[src/rtl/btn_ctrl_pkg.sv]
// Shared types and helpers for the pushbutton command controller.
package btn_ctrl_pkg;

    // Arbiter states: IDLE looks for a pending press, OFFER holds a command until accepted.
    typedef enum logic {
        IDLE  = 1'b0,
        OFFER = 1'b1
    } arb_state_t;

    // Round-robin pick: first set bit of pending scanning last_grant+1, +2, ... modulo n_btn.
    // Returns last_grant when nothing is pending (callers only use the result when |pending).
    function automatic int unsigned rr_pick(input logic [31:0]  pending,
                                            input int unsigned  last_grant,
                                            input int unsigned  n_btn);
        int unsigned idx;
        logic        found;
        rr_pick = last_grant;
        found   = 1'b0;
        for (int unsigned d = 1; d <= 32; d++) begin
            if (!found && (d <= n_btn)) begin
                idx = last_grant + d;
                if (idx >= n_btn) begin
                    idx = idx - n_btn;
                end
                if (pending[idx[4:0]]) begin
                    rr_pick = idx;
                    found   = 1'b1;
                end
            end
        end
    endfunction

endpackage

[src/rtl/btn_debounce.sv]
// One button channel: 2-flop synchroniser, debounce counter and press (0->1) edge pulse.
module btn_debounce #(
    parameter int DEBOUNCE_CYCLES = 16
) (
    input  logic clk,
    input  logic rst,
    input  logic raw,
    output logic level,
    output logic press_pulse
);

    localparam int CNT_W = (DEBOUNCE_CYCLES > 2) ? $clog2(DEBOUNCE_CYCLES) : 1;
    localparam logic [CNT_W-1:0] CNT_LAST = CNT_W'(DEBOUNCE_CYCLES - 1);

    logic             r_s1;
    logic             r_s2;
    logic             r_stable;
    logic             r_press;
    logic [CNT_W-1:0] r_cnt;
    logic             w_accept;

    // The synced level has disagreed with the stable level long enough to be taken.
    assign w_accept = (r_s2 != r_stable) && (r_cnt == CNT_LAST);

    // Two-flop synchroniser; only r_s2 is used downstream.
    always_ff @(posedge clk or negedge rst) begin
        if (!rst) begin
            r_s1 <= 1'b0;
            r_s2 <= 1'b0;
        end else begin
            r_s1 <= raw;
            r_s2 <= r_s1;
        end
    end

    // Count consecutive disagreeing cycles; any agreement restarts the count.
    always_ff @(posedge clk or negedge rst) begin
        if (!rst) begin
            r_stable <= 1'b0;
            r_cnt    <= '0;
        end else if (r_s2 == r_stable) begin
            r_cnt <= '0;
        end else if (w_accept) begin
            r_stable <= r_s2;
            r_cnt    <= '0;
        end else begin
            r_cnt <= r_cnt + 1'b1;
        end
    end

    // One-cycle pulse in the cycle after the stable level rises; releases are silent.
    always_ff @(posedge clk or negedge rst) begin
        if (!rst) begin
            r_press <= 1'b0;
        end else begin
            r_press <= w_accept & r_s2;
        end
    end

    assign level       = r_stable;
    assign press_pulse = r_press;

endmodule

[src/rtl/btn_cmd_ctrl.sv]
// Pushbutton front end: per-channel debounce, one pending press per channel,
// round-robin arbitration onto a valid/ready command stream, sticky overrun flag.
//
// Handshake: cmd_valid/cmd_id are held stable while cmd_valid=1 and cmd_ready=0;
// a command transfers on a cycle with cmd_valid=1 and cmd_ready=1; cmd_ready is
// ignored while cmd_valid=0. After every transfer there is one idle cycle.
module btn_cmd_ctrl
    import btn_ctrl_pkg::*;
#(
    parameter  int N_BTN           = 4,
    parameter  int DEBOUNCE_CYCLES = 16,
    localparam int ID_W            = $clog2(N_BTN)
) (
    input  logic             clk,
    input  logic             rst,
    input  logic [N_BTN-1:0] btn_raw,
    output logic [N_BTN-1:0] btn_level,
    output logic             cmd_valid,
    output logic [ID_W-1:0]  cmd_id,
    input  logic             cmd_ready,
    output logic             cmd_overrun,
    input  logic             overrun_clr
);

    logic [N_BTN-1:0] w_press;
    logic [N_BTN-1:0] r_pending;
    logic [N_BTN-1:0] w_clr;
    logic [ID_W-1:0]  r_cmd_id;
    logic [ID_W-1:0]  r_last_grant;
    logic [ID_W-1:0]  w_pick;
    logic             r_overrun;
    logic             w_grant;
    logic             w_handshake;
    logic             w_ovr_set;
    arb_state_t       r_state;
    arb_state_t       w_state_nxt;

    for (genvar g = 0; g < N_BTN; g++) begin : g_chan
        btn_debounce #(
            .DEBOUNCE_CYCLES(DEBOUNCE_CYCLES)
        ) u_deb (
            .clk        (clk),
            .rst        (rst),
            .raw        (btn_raw[g]),
            .level      (btn_level[g]),
            .press_pulse(w_press[g])
        );
    end

    assign w_pick = ID_W'(rr_pick(32'(r_pending), 32'(r_last_grant), N_BTN));

    // Arbiter next state: grant from IDLE when anything is pending, release on handshake.
    always_comb begin
        w_state_nxt = r_state;
        w_grant     = 1'b0;
        w_clr       = '0;
        w_handshake = 1'b0;
        case (r_state)
            IDLE: begin
                if (|r_pending) begin
                    w_grant     = 1'b1;
                    w_clr       = N_BTN'(1) << w_pick;
                    w_state_nxt = OFFER;
                end
            end
            OFFER: begin
                if (cmd_ready) begin
                    w_handshake = 1'b1;
                    w_state_nxt = IDLE;
                end
            end
            default: begin
                w_state_nxt = IDLE;
            end
        endcase
    end

    // A press only overruns when its slot is still full after this cycle's grant.
    assign w_ovr_set = |(w_press & r_pending & ~w_clr);

    // Arbiter state, offered id and round-robin pointer.
    always_ff @(posedge clk or negedge rst) begin
        if (!rst) begin
            r_state      <= IDLE;
            r_cmd_id     <= '0;
            r_last_grant <= ID_W'(N_BTN - 1);
        end else begin
            r_state <= w_state_nxt;
            if (w_grant) begin
                r_cmd_id <= w_pick;
            end
            if (w_handshake) begin
                r_last_grant <= r_cmd_id;
            end
        end
    end

    // Pending slots: granted slot clears, new presses set (a press on the granted slot keeps it set).
    always_ff @(posedge clk or negedge rst) begin
        if (!rst) begin
            r_pending <= '0;
        end else begin
            r_pending <= (r_pending & ~w_clr) | w_press;
        end
    end

    // Sticky overrun flag; a new overrun beats a simultaneous clear.
    always_ff @(posedge clk or negedge rst) begin
        if (!rst) begin
            r_overrun <= 1'b0;
        end else if (w_ovr_set) begin
            r_overrun <= 1'b1;
        end else if (overrun_clr) begin
            r_overrun <= 1'b0;
        end
    end

    assign cmd_valid   = (r_state == OFFER);
    assign cmd_id      = r_cmd_id;
    assign cmd_overrun = r_overrun;

endmodule

[config.mk]
export PLATFORM = sky130hd
export DESIGN_NAME = btn_cmd_ctrl
export DESIGN_NICKNAME = d
export VERILOG_FILES = /design/src/rtl/btn_ctrl_pkg.sv /design/src/rtl/btn_debounce.sv /design/src/rtl/btn_cmd_ctrl.sv
export SDC_FILE = /design/constraint.sdc
export NUM_CORES = 1
export LEC_CHECK = 0
export ABC_AREA = 1
export CORE_MARGIN = 5
export CORE_UTILIZATION = 56
export CTS_CLUSTER_DIAMETER = 80
export DETAILED_ROUTE_END_ITERATION = 8
export MAX_ROUTING_LAYER = met4
export PLACE_DENSITY_LB_ADDON = 0.1
export SETUP_SLACK_MARGIN = 0.4
export SYNTH_ARGS = -nofsm -noshare
export SYNTH_HDL_FRONTEND = slang
export SYNTH_SLANG_ARGS = --single-unit
[constraint.sdc]
create_clock -name clk -period 2.5 [get_ports clk]
set_input_delay 0.625 -clock clk [delete_from_list [all_inputs] [get_ports clk]]
set_output_delay 0.625 -clock clk [all_outputs]
set_load 0.02 [all_outputs]
Word-level counts from Yosys, hierarchy flattened
Index checks and enable logic that the tools add are counted.
{"block": "op_classes", "add_sub_neg": 12, "magnitude_cmp": 8, "eq_ne": 12, "n_shift": 1, "n_mux": 45, "n_bitwise": 14, "reduce_logical": 11}
{"op": "4-bit two-way mux", "count": 10}
{"op": "5-bit two-way mux", "count": 7}
{"op": "5-bit by 6-bit < comparator with 1-bit output, second input constant", "count": 4}
{"op": "1-bit binary-select mux with 5-bit select", "count": 4}
{"op": "4-bit by 1-bit adder with 4-bit output, second input constant", "count": 4}
{"op": "4-bit == test, second input constant", "count": 4}
{"op": "1-bit two-way mux", "count": 16}
{"op": "2-bit two-way mux", "count": 7}
{"op": "4-bit bitwise AND", "count": 3}
{"op": "3-bit by 3-bit subtractor with 4-bit output, second input constant", "count": 3}
{"op": "3-bit >= comparator, second input constant", "count": 3}
{"op": "2-bit AND reduction", "count": 4}
{"op": "4-bit OR reduction", "count": 2}
{"op": "2-bit by 2-bit adder with 3-bit output, second input constant", "count": 2}
{"op": "1-bit inverter", "count": 5}
{"op": "4-bit by 3-bit subtractor with 5-bit output, second input constant", "count": 1}
{"op": "2-bit by 3-bit adder with 4-bit output, second input constant", "count": 1}
{"op": "1-bit bitwise AND", "count": 4}
{"op": "1-bit == test", "count": 4}
{"op": "4-bit by 3-bit >= comparator with 1-bit output, second input constant", "count": 1}
{"op": "1-bit logical AND", "count": 4}
{"op": "1-bit != test", "count": 4}
{"op": "4-bit inverter", "count": 1}
{"op": "4-bit OR", "count": 1}
{"op": "4 further kinds", "count": 4}
{"block": "word_totals", "ff_bits": 42, "in_bits": 8, "output_inout_bits": 8, "wordCells": 128}

Depth between registers and ports, before layout
{"block": "logic_depth", "depth_word": 28, "ltp_mapped": 15, "depth_no_buf": 15}

Cells and area by module
Synthesis repeated with hierarchy kept, for this count alone.
{"block": "unflattened", "hier_cells": 230, "area_unflattened_um2": 2037.0}
{"module": "btn_debounce", "n_inst": 4, "cells_each": 33, "area_per_inst_um2": 326.6, "seq_area_each_um2": 200.2}
{"module": "btn_cmd_ctrl", "n_inst": 1, "cells_each": 98, "area_per_inst_um2": 730.7, "seq_area_each_um2": 252.7}

Least setup slack after synthesis
Ideal clock, no wire load.
{"block": "synth_path", "path_kind": "register to register", "from": "register r_last_grant[0]", "to": "register r_overrun (netlist: cmd_overrun)", "setup_time_ps": 119, "arrival_ps": 1889, "required_time_ps": 2381, "slack_ps": 492, "path_stages_with_launch": 14, "n_path_buf": 0, "synth_period_minus_slack_ps": 2008, "cell_sequence": "dfstp_2 inv_2 ha_1 inv_1 nand3_1 nand3_1 nor2_1 nand3_1 nand2_2 inv_1 nor2_1 nor2_1 nor2_1 nand2_1"}
{"block": "synth_via", "elab_chain_cells": 19, "elab_cells_between_ends": 47, "classes_between": "add/sub (8); order compare (4); shift (1); mux (30); bitwise (2); reduce/logical (2)"}
{"item": "from (decl)", "line": "btn_cmd_ctrl.sv:29", "text": "logic [ID_W-1:0] r_last_grant;"}
{"item": "from (signal assigned)", "line": "btn_cmd_ctrl.sv:86", "text": "r_last_grant <= ID_W'(N_BTN - 1);"}
{"item": "from (signal assigned)", "line": "btn_cmd_ctrl.sv:93", "text": "r_last_grant <= r_cmd_id;"}
{"item": "2-bit by 1-bit adder with 3-bit output / 2-bit by 2-bit adder with 3-bit output (equally long branches)", "line": "btn_ctrl_pkg.sv:21", "text": "idx = last_grant + d;"}
{"item": "3-bit by 3-bit subtractor with 4-bit output / 3-bit >= comparator (equally long branches)", "line": "btn_ctrl_pkg.sv:23, btn_ctrl_pkg.sv:22"}
{"item": "5-bit two-way mux", "line": "btn_ctrl_pkg.sv:22", "text": "if (idx >= n_btn) begin"}
{"item": "1-bit binary-select mux with 5-bit select / 5-bit two-way mux (equally long branches)", "line": "btn_ctrl_pkg.sv:25, btn_ctrl_pkg.sv:20"}
{"item": "1-bit two-way mux (not written as such) / 1-bit binary-select mux with 5-bit select (equally long branches)", "line": "btn_ctrl_pkg.sv:25", "text": "if (pending[idx[4:0]]) begin"}
{"item": "2-bit two-way mux / 1-bit two-way mux (equally long branches)", "line": "btn_ctrl_pkg.sv:25"}
{"item": "2-bit two-way mux", "line": "btn_ctrl_pkg.sv:25"}
{"item": "2-bit two-way mux", "line": "btn_ctrl_pkg.sv:20", "text": "if (!found && (d <= n_btn)) begin"}
{"item": "[3 not listed]"}
{"item": "2-bit two-way mux *", "line": "btn_ctrl_pkg.sv:20"}
{"item": "1-bit by 2-bit << shifter with 4-bit output *", "line": "btn_cmd_ctrl.sv:62", "text": "w_clr = N_BTN'(1) << w_pick;"}
{"item": "4-bit two-way mux *", "line": "btn_cmd_ctrl.sv:60", "text": "if (|r_pending) begin"}
{"item": "4-bit two-way mux *", "line": "btn_cmd_ctrl.sv:58", "text": "case (r_state)"}
{"item": "4-bit inverter *", "line": "btn_cmd_ctrl.sv:79", "text": "assign w_ovr_set = |(w_press & r_pending & ~w_clr);"}
{"item": "4-bit bitwise AND *", "line": "btn_cmd_ctrl.sv:79"}
{"item": "4-bit OR reduction *", "line": "btn_cmd_ctrl.sv:79"}
{"item": "1-bit two-way mux / 2-bit nonzero test (equally long branches)"}
{"item": "to (signal assigned)", "line": "btn_cmd_ctrl.sv:110", "text": "r_overrun <= 1'b0;"}
{"item": "to (signal assigned)", "line": "btn_cmd_ctrl.sv:112", "text": "r_overrun <= 1'b1;"}
{"item": "to (signal assigned)", "line": "btn_cmd_ctrl.sv:114", "text": "r_overrun <= 1'b0;"}
{"item": "to (decl)", "line": "btn_cmd_ctrl.sv:31", "text": "logic r_overrun;"}
Mark *: on every way between the ends. The rest lies on a longest branch, timed or not. The select of a mux whose other input is x is not followed.
A chain may end at the register's enable or synchronous reset.

Worst setup path in the final report
{"block": "layout_path", "from": "register r_state (netlist: cmd_valid)", "to": "output port cmd_valid"}
{"item": "from (decl)", "line": "btn_cmd_ctrl.sv:35", "text": "arb_state_t r_state;"}
{"item": "from (signal assigned)", "line": "btn_cmd_ctrl.sv:88", "text": "r_state <= w_state_nxt;"}
{"item": "to (decl)", "line": "btn_cmd_ctrl.sv:18", "text": "output logic cmd_valid,"}
No word-level cell between the ends.

==> metrics.txt <==
CP required=1.88 ns; pin count of the biggest net entering global routing=43; Post-CTS Hold Fix Bufs=0; DP Cell Count=260; Final nets=241; crit share post-route=roughly four fifths; die footprint=4670 sq um; crit start category=register; vias in the first global route=1338; register bit total from synthesis=42; IO buf count=15; Clock Latency Late Sink=~0.33 ns; Peak VDD IR=around 0.35 mV; status=finished clean; routed vias/inst=slightly below 5; final instance area=around 2200 sq um; Worst path slowest cell=clkdlybuf4s50_1; Top Ports=16; yosys warns=0; Sw Pwr=0.000310 W; antenna violations before repair=0; Yosys top cell by area=dfrtp_1; RSZ-0062 raised after global routing=false; clock root cell=clkbuf_4; Max Cap Viol=0; synth unique cells=24; Die Y-Extent=just under 70 um; Avg WL per Cell=roughly 12 um; clk_skew=0.0101 ns; max_slew headroom=about two fifths; final setup vio count=0; num rows=21; Bufs and invs on worst path=1; RePlAce Congestion=0.885; crit-path leading delay family=buffers and inverters; Post-Syn Area per Cell=9.38 sq um; Static Leakage=roughly 1.1 nW; Critical Path End Type=output pin; met1 usage=19.4%; Hold Path Class=reg2reg; register area share after synthesis=between 50 and 60%; sw frac=25.6%; CP Class=reg2out; Initial Utilization=between 50% and 60%; sequential share of power=about three fifths; P&R area growth vs syn=14.7%; first-pass GRT wire length=5690 um; Area contributors post-synth=dfrtp_1, nand2_1, ha_1; Clock transition at path regs=0.11 ns; Cells after Synth=203; worst-case clock buffer depth=2; Gate power share=12.9%; H-tree levels=2; fmax=499 MHz; Slew @ Worst Pin=just under 0.9 ns; met3 Resource Use GR=5.42%; post-detail-place hpwl=approximately 2300 um; final hold violations=0; # DRC=0; Reg area=roughly 1100 sq um; n_diodes=0; Overall Global Routing Usage=~17%; CTS Buf Count=5; Worst Path Arrival=1.38 ns; Tmin final=~2.0 ns; Synth Cell Area=1900 sq um; final setup TNS=0 ns; Max FO, Critical Path=4; Placed Area=2080 sq um; Int Power=0.000903 W; CTS tree=yes; fin cells=around 270; Sink Count=42; met2 usage=approximately 29%; Post-Syn Nets=220; final slew viol count=0; drt total wl=3120 um; Die X=between 60 and 70 um; cells along the critical path=clkdlybuf4s50_1; PD cells=~560 nW/um^2; layout cells sized above 1=11.1%; Final ANT Viol Nets=0; CORE AREA=3310 sq um; footprint of the multi-input gates=~760 sq um; Clock Power Share=27.4%; total congestion overflow=0; DR pass1 iterations=4; Synth top area share=a little over half; detailed-route via count=1343; final design utilization=66.0%; busiest layer in global routing=met2; Fillers=265; Initial DRC Count=between 60 and 70; max incr delay on CP=0.63 ns
-- layout by cell type (no fill, tap or decap), drive strengths merged, types with 4 or more instances in the layout --
master         instances
clkbuf                 7
a21oi                  4
nand2                 46
ha                     9
nand3                 18
inv                   22
dfrtp                 40
clkdlybuf4s50         14
xor2                   7
buf                    4
nor2                  26
o21ai                  8
-- cells by family after synthesis --
group,synth area share (%)
AO/OA/AOI/OAI,5.52
XOR/XNOR,3.68
adder cells (fa/ha/maj),5.91
buffers and inverters,5.91
flip-flops,55.3
multiplexers,0.526
AND/OR/NAND/NOR,23.1
-- metrics by stage --
stage                     hold WS, ns  power (W)  worst slack [ns]
after CTS                       0.368    0.00123             0.457
after detailed placement        0.340   0.000881             0.269
final                           0.367    0.00121             0.496
after global placement          0.334   0.000869             0.376
after global routing            0.394    0.00130             0.403
after floorplan                 0.329   0.000829             0.492
-- final timing paths --
check                                      from                  endpoint  slack, ns  depth (start not counted)
max                                   cmd_valid                 cmd_valid       0.50                          1
max in group asynchronous                   rst  g_chan[2].u_deb.r_cnt[0]       1.54                          1
min                        g_chan[3].u_deb.r_s1      g_chan[3].u_deb.r_s2       0.37                          0
max reg2reg                     r_last_grant[0]               cmd_overrun       0.52                         13
min in group asynchronous                   rst      g_chan[3].u_deb.r_s1       0.39                          1
min reg2reg                g_chan[3].u_deb.r_s1      g_chan[3].u_deb.r_s2       0.37                          0
-- cell type report --
class | instances | area share (%)
inverter | 22 | 3.89
clock buffer | 7 | 2.52
tap | 46 | 2.63
multi-input combinational | 135 | 34.8
sequential | 42 | 48.2
timing repair buffer | 18 | 7.67
clock inverter | 1 | 0.229
-- metal layers --
metal  vias up  share of wire, %
met5         -                 0
met4         0               1.1
met3         4               4.4
met2        29                51
met1       628                44
li1        682                 -
-- cells in the mapped netlist, drive strengths merged --
library cell	n
a21o	2
ha	9
nor4	1
inv	22
buf	4
o21a	1
nand2	46
dfstp	2
o21bai	3
nor2	26
dfrtp	40
nand3	18
nor3	1
o21ai	8
and3	1
xor2	7
and2	3
mux2i	1
nand4	3
a21oi	4
xnor2	1
-- timing repair --
action                     CTS  global route
resized for setup            1             5
pin swaps                    0             2
cloned                       0             0
setup endpoints to repair    4             4
setup buffers                2             1
-- flip-flops by register name, indices dropped and copies added (netlist names) --
name,flops
g_chan.u_deb.level,4
g_chan.u_deb.press_pulse,4
r_last_grant,2
g_chan.u_deb.r_s2,4
cmd_id,2
g_chan.u_deb.r_cnt,16
cmd_overrun,1
g_chan.u_deb.r_s1,4
r_pending,4
cmd_valid,1
-- power by group through the flow --
| stage | combinational (W) | sequential (W) | clock [W] |
|---|---|---|---|
| 2_1_floorplan | 0.0000905 | 0.000738 | 0 |
| 3_3_place_gp | 0.000130 | 0.000738 | 0 |
| 3_5_place_dp | 0.000140 | 0.000741 | 0 |
| 4_1_cts | 0.000152 | 0.000724 | 0.000350 |
| 5_1_grt | 0.000180 | 0.000728 | 0.000387 |
| 6_report | 0.000156 | 0.000724 | 0.000332 |
Power figures use the tool's default switching activity.
